$ cat config.mk
export PLATFORM = sky130hd
export DESIGN_NAME = if_fetch_pc_unit_flat
export DESIGN_NICKNAME = d
export VERILOG_FILES = /design/src/rtl/if_fetch_pc_unit_if.sv /design/src/rtl/if_fetch_pc_unit.sv /design/src/flat_wrapper.sv
export SDC_FILE = /design/constraint.sdc
export NUM_CORES = 1
export LEC_CHECK = 0
export ABC_CLOCK_PERIOD_IN_PS = 5750
export CAP_MARGIN = 20
export CORE_ASPECT_RATIO = 1.4
export CORE_MARGIN = 1.5
export CORE_UTILIZATION = 57
export CTS_BUF_LIST = sky130_fd_sc_hd__clkbuf_8
export CTS_CLUSTER_DIAMETER = 60
export CTS_CLUSTER_SIZE = 25
export DETAILED_ROUTE_END_ITERATION = 10
export PLACE_DENSITY = 0.95
export SYNTH_ARGS = -nofsm -noshare
export SYNTH_HDL_FRONTEND = slang
export SYNTH_SLANG_ARGS = --single-unit
$ cat constraint.sdc
create_clock -name clk -period 5.75 [get_ports clk]
set_clock_uncertainty 0.05 [all_clocks]
set_input_delay 1.15 -clock clk [delete_from_list [all_inputs] [get_ports clk]]
set_output_delay 1.15 -clock clk [all_outputs]
set_load 0.02 [all_outputs]
$ cat src/rtl/if_fetch_pc_unit_if.sv
// Fetch-unit bus: back-end control, I-cache request/response and the IF/ID output register.
// Handshake: ic_req/ic_addr are held stable until the cycle ic_ready is high; ic_rdata is valid only in that cycle.
interface if_fetch_pc_unit_if;
    logic        stall;
    logic        redirect_valid;
    logic [31:0] redirect_pc;
    logic        ic_req;
    logic [31:0] ic_addr;
    logic        ic_ready;
    logic [31:0] ic_rdata;
    logic        if_valid;
    logic [31:0] if_pc;
    logic [31:0] if_inst;
    logic        if_misalign;

    modport slave (
        input  stall, redirect_valid, redirect_pc, ic_ready, ic_rdata,
        output ic_req, ic_addr, if_valid, if_pc, if_inst, if_misalign
    );

    modport master (
        output stall, redirect_valid, redirect_pc, ic_ready, ic_rdata,
        input  ic_req, ic_addr, if_valid, if_pc, if_inst, if_misalign
    );
endinterface

$ cat src/rtl/if_fetch_pc_unit.sv
// Instruction-fetch front end: owns the fetch PC, drives the I-cache request and
// loads {valid, pc, inst} into IF/ID, buffering one word on stall and draining misses on redirect.
module if_fetch_pc_unit #(
    parameter logic [31:0] RESET_PC = 32'h0000_0000
) (
    input  logic                      clk,
    input  logic                      rst_n,
    if_fetch_pc_unit_if.slave         bus,
    output logic [1:0]                state_o
);

    typedef enum logic [1:0] {
        ST_RST   = 2'd0,
        ST_FETCH = 2'd1,
        ST_HOLD  = 2'd2,
        ST_DRAIN = 2'd3
    } state_e;

    state_e      state_q, state_d;
    logic [31:0] fetch_pc_q, fetch_pc_d;
    logic [31:0] hold_buf_q, hold_buf_d;
    logic [31:0] pend_pc_q, pend_pc_d;
    logic        if_valid_q, if_valid_d;
    logic [31:0] if_pc_q, if_pc_d;
    logic [31:0] if_inst_q, if_inst_d;
    logic        if_misalign_q, if_misalign_d;

    logic [31:0] redir_aligned;
    logic        redir_misaligned;

    assign redir_aligned    = {bus.redirect_pc[31:2], 2'b00};
    assign redir_misaligned = (bus.redirect_pc[1:0] != 2'b00);

    always_comb begin
        state_d       = state_q;
        fetch_pc_d    = fetch_pc_q;
        hold_buf_d    = hold_buf_q;
        pend_pc_d     = pend_pc_q;
        // With stall low the output register reloads; bubble unless something is delivered below.
        if_valid_d    = bus.stall ? if_valid_q : 1'b0;
        if_pc_d       = if_pc_q;
        if_inst_d     = if_inst_q;
        if_misalign_d = 1'b0;

        case (state_q)
            ST_RST: begin
                state_d = ST_FETCH;
            end

            ST_FETCH: begin
                if (bus.redirect_valid) begin
                    if_valid_d    = 1'b0;
                    if_misalign_d = redir_misaligned;
                    if (bus.ic_ready) begin
                        fetch_pc_d = redir_aligned;
                    end else begin
                        pend_pc_d = redir_aligned;
                        state_d   = ST_DRAIN;
                    end
                end else if (bus.ic_ready && !bus.stall) begin
                    if_valid_d = 1'b1;
                    if_pc_d    = fetch_pc_q;
                    if_inst_d  = bus.ic_rdata;
                    fetch_pc_d = fetch_pc_q + 32'd4;
                end else if (bus.ic_ready) begin
                    hold_buf_d = bus.ic_rdata;
                    state_d    = ST_HOLD;
                end
            end

            ST_HOLD: begin
                if (bus.redirect_valid) begin
                    if_valid_d    = 1'b0;
                    if_misalign_d = redir_misaligned;
                    fetch_pc_d    = redir_aligned;
                    state_d       = ST_FETCH;
                end else if (!bus.stall) begin
                    if_valid_d = 1'b1;
                    if_pc_d    = fetch_pc_q;
                    if_inst_d  = hold_buf_q;
                    fetch_pc_d = fetch_pc_q + 32'd4;
                    state_d    = ST_FETCH;
                end
            end

            ST_DRAIN: begin
                // The abandoned miss must complete before the new target can be requested.
                if_valid_d = 1'b0;
                if (bus.redirect_valid) begin
                    if_misalign_d = redir_misaligned;
                    pend_pc_d     = redir_aligned;
                end
                if (bus.ic_ready) begin
                    fetch_pc_d = bus.redirect_valid ? redir_aligned : pend_pc_q;
                    state_d    = ST_FETCH;
                end
            end

            default: begin
                state_d = ST_RST;
            end
        endcase
    end

    always_ff @(posedge clk or negedge rst_n) begin
        if (!rst_n) begin
            state_q       <= ST_RST;
            fetch_pc_q    <= RESET_PC;
            hold_buf_q    <= 32'd0;
            pend_pc_q     <= 32'd0;
            if_valid_q    <= 1'b0;
            if_pc_q       <= 32'd0;
            if_inst_q     <= 32'd0;
            if_misalign_q <= 1'b0;
        end else begin
            state_q       <= state_d;
            fetch_pc_q    <= fetch_pc_d;
            hold_buf_q    <= hold_buf_d;
            pend_pc_q     <= pend_pc_d;
            if_valid_q    <= if_valid_d;
            if_pc_q       <= if_pc_d;
            if_inst_q     <= if_inst_d;
            if_misalign_q <= if_misalign_d;
        end
    end

    // DRAIN keeps presenting the original fetch_pc, so ic_addr is simply the fetch PC.
    assign bus.ic_req      = (state_q == ST_FETCH) || (state_q == ST_DRAIN);
    assign bus.ic_addr     = fetch_pc_q;
    assign bus.if_valid    = if_valid_q;
    assign bus.if_pc       = if_pc_q;
    assign bus.if_inst     = if_inst_q;
    assign bus.if_misalign = if_misalign_q;
    assign state_o         = state_q;

endmodule

$ cat src/flat_wrapper.sv
// flat-port wrapper written by rule: the top's interface ports become plain ports
module if_fetch_pc_unit_flat 
#(
    parameter logic [31:0] RESET_PC = 32'h0000_0000
)
  (clk, rst_n, state_o, bus_stall, bus_redirect_valid, bus_redirect_pc, bus_ic_ready, bus_ic_rdata, bus_ic_req, bus_ic_addr, bus_if_valid, bus_if_pc, bus_if_inst, bus_if_misalign);
  if_fetch_pc_unit_if bus_i ();
  input  logic clk;
  input  logic rst_n;
  output logic [1:0] state_o;
  input wire logic [$bits(bus_i.stall)-1:0] bus_stall;
  input wire logic [$bits(bus_i.redirect_valid)-1:0] bus_redirect_valid;
  input wire logic [$bits(bus_i.redirect_pc)-1:0] bus_redirect_pc;
  input wire logic [$bits(bus_i.ic_ready)-1:0] bus_ic_ready;
  input wire logic [$bits(bus_i.ic_rdata)-1:0] bus_ic_rdata;
  output wire logic [$bits(bus_i.ic_req)-1:0] bus_ic_req;
  output wire logic [$bits(bus_i.ic_addr)-1:0] bus_ic_addr;
  output wire logic [$bits(bus_i.if_valid)-1:0] bus_if_valid;
  output wire logic [$bits(bus_i.if_pc)-1:0] bus_if_pc;
  output wire logic [$bits(bus_i.if_inst)-1:0] bus_if_inst;
  output wire logic [$bits(bus_i.if_misalign)-1:0] bus_if_misalign;
  assign bus_i.stall = bus_stall;
  assign bus_i.redirect_valid = bus_redirect_valid;
  assign bus_i.redirect_pc = bus_redirect_pc;
  assign bus_i.ic_ready = bus_ic_ready;
  assign bus_i.ic_rdata = bus_ic_rdata;
  assign bus_ic_req = bus_i.ic_req;
  assign bus_ic_addr = bus_i.ic_addr;
  assign bus_if_valid = bus_i.if_valid;
  assign bus_if_pc = bus_i.if_pc;
  assign bus_if_inst = bus_i.if_inst;
  assign bus_if_misalign = bus_i.if_misalign;
  if_fetch_pc_unit #(.RESET_PC(RESET_PC)) u_core (.clk(clk), .rst_n(rst_n), .bus(bus_i), .state_o(state_o));
endmodule
== Word level (Yosys, flattened, before mapping) ==
Cells that the tools add are included.

* Flip-flop bits (word level): 164
* Bits of input ports: 69
* Output and inout bits: 101
* Word-level logic and storage cells: 78

* Add/sub/neg operators: 1
* Eq/ne operators: 16
* Muxes and demuxes: 37
* Bitwise operators: 2
* Reduce and logical (&&, ||, !) cells: 14

{| class="wikitable"
|+ Operators with widths
! kind !! count
|-
| 32-bit two-way mux || 17
|-
| 32-bit case mux with 2 select lines || 3
|-
| 32-bit case mux with 3 select lines || 1
|-
| 32-bit by 3-bit adder with 32-bit output, second input constant || 1
|-
| 3-bit != test, second input constant || 5
|-
| 5-bit AND reduction || 3
|-
| 2-bit two-way mux || 7
|-
| 2-bit != test, second input constant || 6
|-
| 2-bit case mux with 4 select lines || 1
|-
| 1-bit two-way mux || 7
|-
| 2-bit nonzero test || 3
|-
| 2-bit == test, second input constant || 2
|-
| 4-bit AND reduction || 1
|-
| 3-bit by 2-bit != test with 1-bit output, second input constant || 1
|-
| 1-bit case mux with 3 select lines || 1
|-
| 3-bit AND reduction || 1
|-
| 3-bit nonzero test || 1
|-
| 3-bit OR reduction || 1
|-
| 2-bit by 1-bit == test with 1-bit output, second input constant || 1
|-
| 2-bit zero test || 1
|-
| 2-bit by 1-bit != test with 1-bit output, second input constant || 1
|-
| 1-bit NOT || 2
|-
| 1-bit logical AND || 1
|-
| 1-bit zero test || 1
|-
| 1-bit logical OR || 1
|}

== Longest topological paths before layout ==
* Word-level depth: 5
* Gate-level depth with buffers: 8

== Least setup slack after synthesis ==
OpenSTA, ideal clock, no wires.

* Kind: input port to flip-flop
* From: in bus_redirect_valid
* To: reg u_core.fetch_pc_q[17], in the netlist u_core.bus.ic_addr[17]
* Library setup time: 0.126 ns
* Arrival: 2.238 ns
* Data required time: 5.574 ns
* Path slack: 3.336 ns
* Stages on the path: 5
* Buffers on the path: 2
* Cells stage by stage: buf_1 > buf_1 > mux2i_1 > nor3_1 > a221o_1

* Longest elaborated chain between the ends: 3

{| class="wikitable"
|+ Ends and longest elaborated chain
! item !! line !! RTL
|-
| from (decl) || flat_wrapper.sv:12 || <nowiki>input wire logic [$bits(bus_i.redirect_valid)-1:0] bus_redirect_valid;</nowiki>
|-
| 32-bit two-way mux || - ||
|-
| 32-bit two-way mux || if_fetch_pc_unit.sv:93 || <nowiki>if (bus.ic_ready) begin</nowiki>
|-
| 32-bit case mux with 3 select lines || if_fetch_pc_unit.sv:45 || <nowiki>case (state_q)</nowiki>
|-
| to (signal assigned) || if_fetch_pc_unit.sv:117 || <nowiki>fetch_pc_q <= fetch_pc_d;</nowiki>
|-
| to (decl) || if_fetch_pc_unit.sv:20 || <nowiki>logic [31:0] fetch_pc_q, fetch_pc_d;</nowiki>
|}

Several ways; a longest one is shown, not always the timed one. The select of a mux whose other input is x is not followed.
A chain may end at the register's enable or synchronous reset.

== Worst setup path in the final report ==
* From: reg u_core.state_q[1], in the netlist u_core.state_o[1]
* To: out state_o[1]

{| class="wikitable"
|+ RTL lines
! item !! line !! RTL
|-
| from (decl) || if_fetch_pc_unit.sv:19 || <nowiki>state_e state_q, state_d;</nowiki>
|-
| from (signal assigned) || if_fetch_pc_unit.sv:116 || <nowiki>state_q <= state_d;</nowiki>
|-
| to (decl) || flat_wrapper.sv:10 || <nowiki>output logic [1:0] state_o;</nowiki>
|}

No word-level cell between the ends.

==> metrics.csv <==
metric;value;unit
total number of vias;6692;
Mean Syn Cell Area;10.8;um^2
CP Class;flop to output pin;
x dimension of the die;103;um
crit path cell chain;clkdlybuf4s50_1;
Slew @ Worst Pin;1.07;ns
Worst Reg-to-Reg Cells;5;
Synth top area share;51.9;%
first-pass GRT wire length;34100;um
final worst path period share;59.4;%
Syn Nets;802;
worst skew pair latency;0.46;ns
Die ar.;14600;um^2
# setup viols final;0;
setup bufs post-CTS;0;
Cells after Synth;732;
DRC;0;
Reg2Reg Setup Slack;3.00;ns
share of layout cells above drive strength 1;16.1;%
Layout area overhead;27.0;%
max incr delay on CP;0.96;ns
TritonCTS buffer count;17;
Hold Vio Cnt, Final;0;
Hold Crit Start;u_core.bus.if_inst[29];
slowest cell on the critical path;dfrtp_1;
vias in the first global route;6650;
most common cell in the netlist;dfrtp_1;
DR pass1 iterations;8;
outcome;completed;
number of max-cap violations;0;
CP Max Fanout;28;
Power Density;389;nW/um^2
met3 Track Usage GR;7.91;%
hpwl dp;14700;um
WP data required;4.55;ns
Total Wirelength;21500;um
GR Overflow Total;0;
Worst IR Drop VDD;0.274;mV
Setup crit end kind;output pin;
CTS sink cnt;164;
met2 Resource Use GR;50.3;%
clock buffer depth;2;
Hold Path Depth;2;
fin nets;944;
Initial Util;58.8;%
H-Tree Depth;4;
Max transition margin;28.3;%
asr flop ratio synth;100;%
Crit path max-delay family;flip-flops;
RSZ-0062 raised after global routing;false;
sequential share of the synthesized area;51.9;%
clk slew on worst S/H paths;0.10;ns
CTS tree;done;
Post-synth EDFFs;0;
Buffers on Ports;169;
setup TNS;0;ns
Reg-to-Reg End;u_core.bus.ic_addr[9];
Period minus WS final;3.42;ns
Hold-fix buffers, CTS;0;
grt met1 use;36.0;%
Synth Warn #;0;
crit start category;flop;
total power;0.00390;W
IO Pins;170;
Placeable Area;13500;um^2
largest area contributor in the netlist;dfrtp_1;
Post-synth top cells;dfrtp_1 (164), mux2_2 (90), nand2_1 (84);
Total GRT Usage;30.6;%
number of synthesized register bits;164;
Iter 0 DRT Violations;633;
row count;50;
r2r startpoint;u_core.state_o[1];
Routability Congestion;0.912;
vias per cell;6.24;
Die Ht;142;um
Slew Limit Fails;0;
PostCTS Resize Cnt;0;
Yosys cell types;55;
Worst Hold Endpoint;u_core.bus.if_inst[29];
Cell Area, Synth;7910;um^2
GR peak layer;met2;
initial antenna violation count;3;
min-delay worst type;flop to flop;
Peak Freq;293;MHz
Area contributors post-synth;dfrtp_1 (52%), mux2_2 (13%), mux2i_1 (4.8%), o21ai_0 (4.3%), nand2_1 (4.0%);
Leak;4.08;nW
Worst EP arrival;2.22;ns
Routed Antenna Nets;0;
Synth Flop Type;dfrtp_1;
largest net degree at the start of global routing;106;
root buf cell;clkbuf_8;
buffers and inverters on the worst path;1;
Wirelength per Cell;20.1;um
-- worst register-to-register path, cell delays in order (launching register included) --
cell and delay [ns]:
dfrtp_1 0.96, and3_1 0.42, a21o_1 0.52, buf_4 0.34, o21ai_0 0.12, a32o_1 0.24
-- kinds of logic after synthesis --
| family | synth area share (%) |
|---|---|
| simple gates | 14.0 |
| buf+inv | 3.65 |
| xor+xnor | 0.443 |
| flops | 51.9 |
| fa+ha+maj | 0.158 |
| compound gates | 12.2 |
| mux | 17.6 |
-- power by group --
group	internal [W]	switching, W
logic	0.000679	0.000693
clock network	0.000323	0.000464
registers	0.00146	0.000283
total	0.00246	0.00144
-- final cells by class --
class                   instances  area (um^2)
inverters                      11         41.3
clock inverters                14          119
multi-input cells             501         3540
well taps                     182          228
diodes                          3         7.51
fillers                       827         3400
clock buffers                  18          248
repair buffers                179         1760
flip-flops and latches        164         4100
-- sequential cells by signal, indices dropped and copies added, names as in the netlist --
name,count
u_core.bus.ic_addr,32
u_core.bus.if_inst,32
u_core.bus.if_misalign,1
u_core.bus.if_pc,32
u_core.bus.if_valid,1
u_core.hold_buf_q,32
u_core.pend_pc_q,32
u_core.state_o,2
-- how the worst max path moves through the flow --
stage | start | slack (ns) | end | cells after the start
after CTS | u_core.state_o[1] | 2.36 | state_o[1] | 1
after floorplan | bus_redirect_valid | 3.34 | u_core.bus.ic_addr[17] | 5
after global placement | bus_redirect_valid | 2.34 | u_core.bus.ic_addr[7] | 6
after detailed placement | bus_redirect_valid | 2.22 | u_core.bus.ic_addr[7] | 6
after global routing | u_core.state_o[1] | 2.26 | state_o[1] | 1
final | u_core.state_o[1] | 2.33 | state_o[1] | 1
-- layer usage --
layer,routed length (um),share of wire (%),up-vias
li1,-,-,2961
met1,7640,36,3296
met2,11200,52,351
met3,1660,7.7,84
met4,992,4.6,0
met5,0,0,-
-- through the flow --
step / cell area [um^2] / utilization [%] / hold slack (ns) / setup WS [ns] / std cells
after CTS: 10000 / 74.6 / 0.440 / 2.36 / 1069
after global placement: 9670 / 71.9 / 0.411 / 2.34 / 1037
after detailed placement: 9670 / 71.9 / 0.419 / 2.22 / 1037
final: 10000 / 74.7 / 0.434 / 2.33 / 1072
after floorplan: 7910 / - / 0.394 / 3.34 / 732
after global routing: 10000 / 74.7 / 0.465 / 2.26 / 1072
-- placed cells by master (no fill, tap or decap), drive strengths merged, types with 4 or more instances in the layout --
| master | instances |
|---|---|
| a211o | 9 |
| a211oi | 9 |
| a21o | 4 |
| a21oi | 20 |
| a31oi | 4 |
| and2 | 4 |
| and3 | 6 |
| and4 | 4 |
| buf | 12 |
| clkbuf | 18 |
| clkdlybuf4s50 | 167 |
| dfrtp | 164 |
| inv | 19 |
| mux2 | 90 |
| mux2i | 38 |
| nand2 | 84 |
| nand2b | 5 |
| nand3 | 27 |
| nand4 | 16 |
| nor2 | 23 |
| nor2b | 6 |
| nor3 | 12 |
| nor3b | 5 |
| nor4 | 15 |
| o211ai | 10 |
| o21ai | 68 |
| or3 | 4 |
No activity file was read; power rests on OpenSTA's default activity.
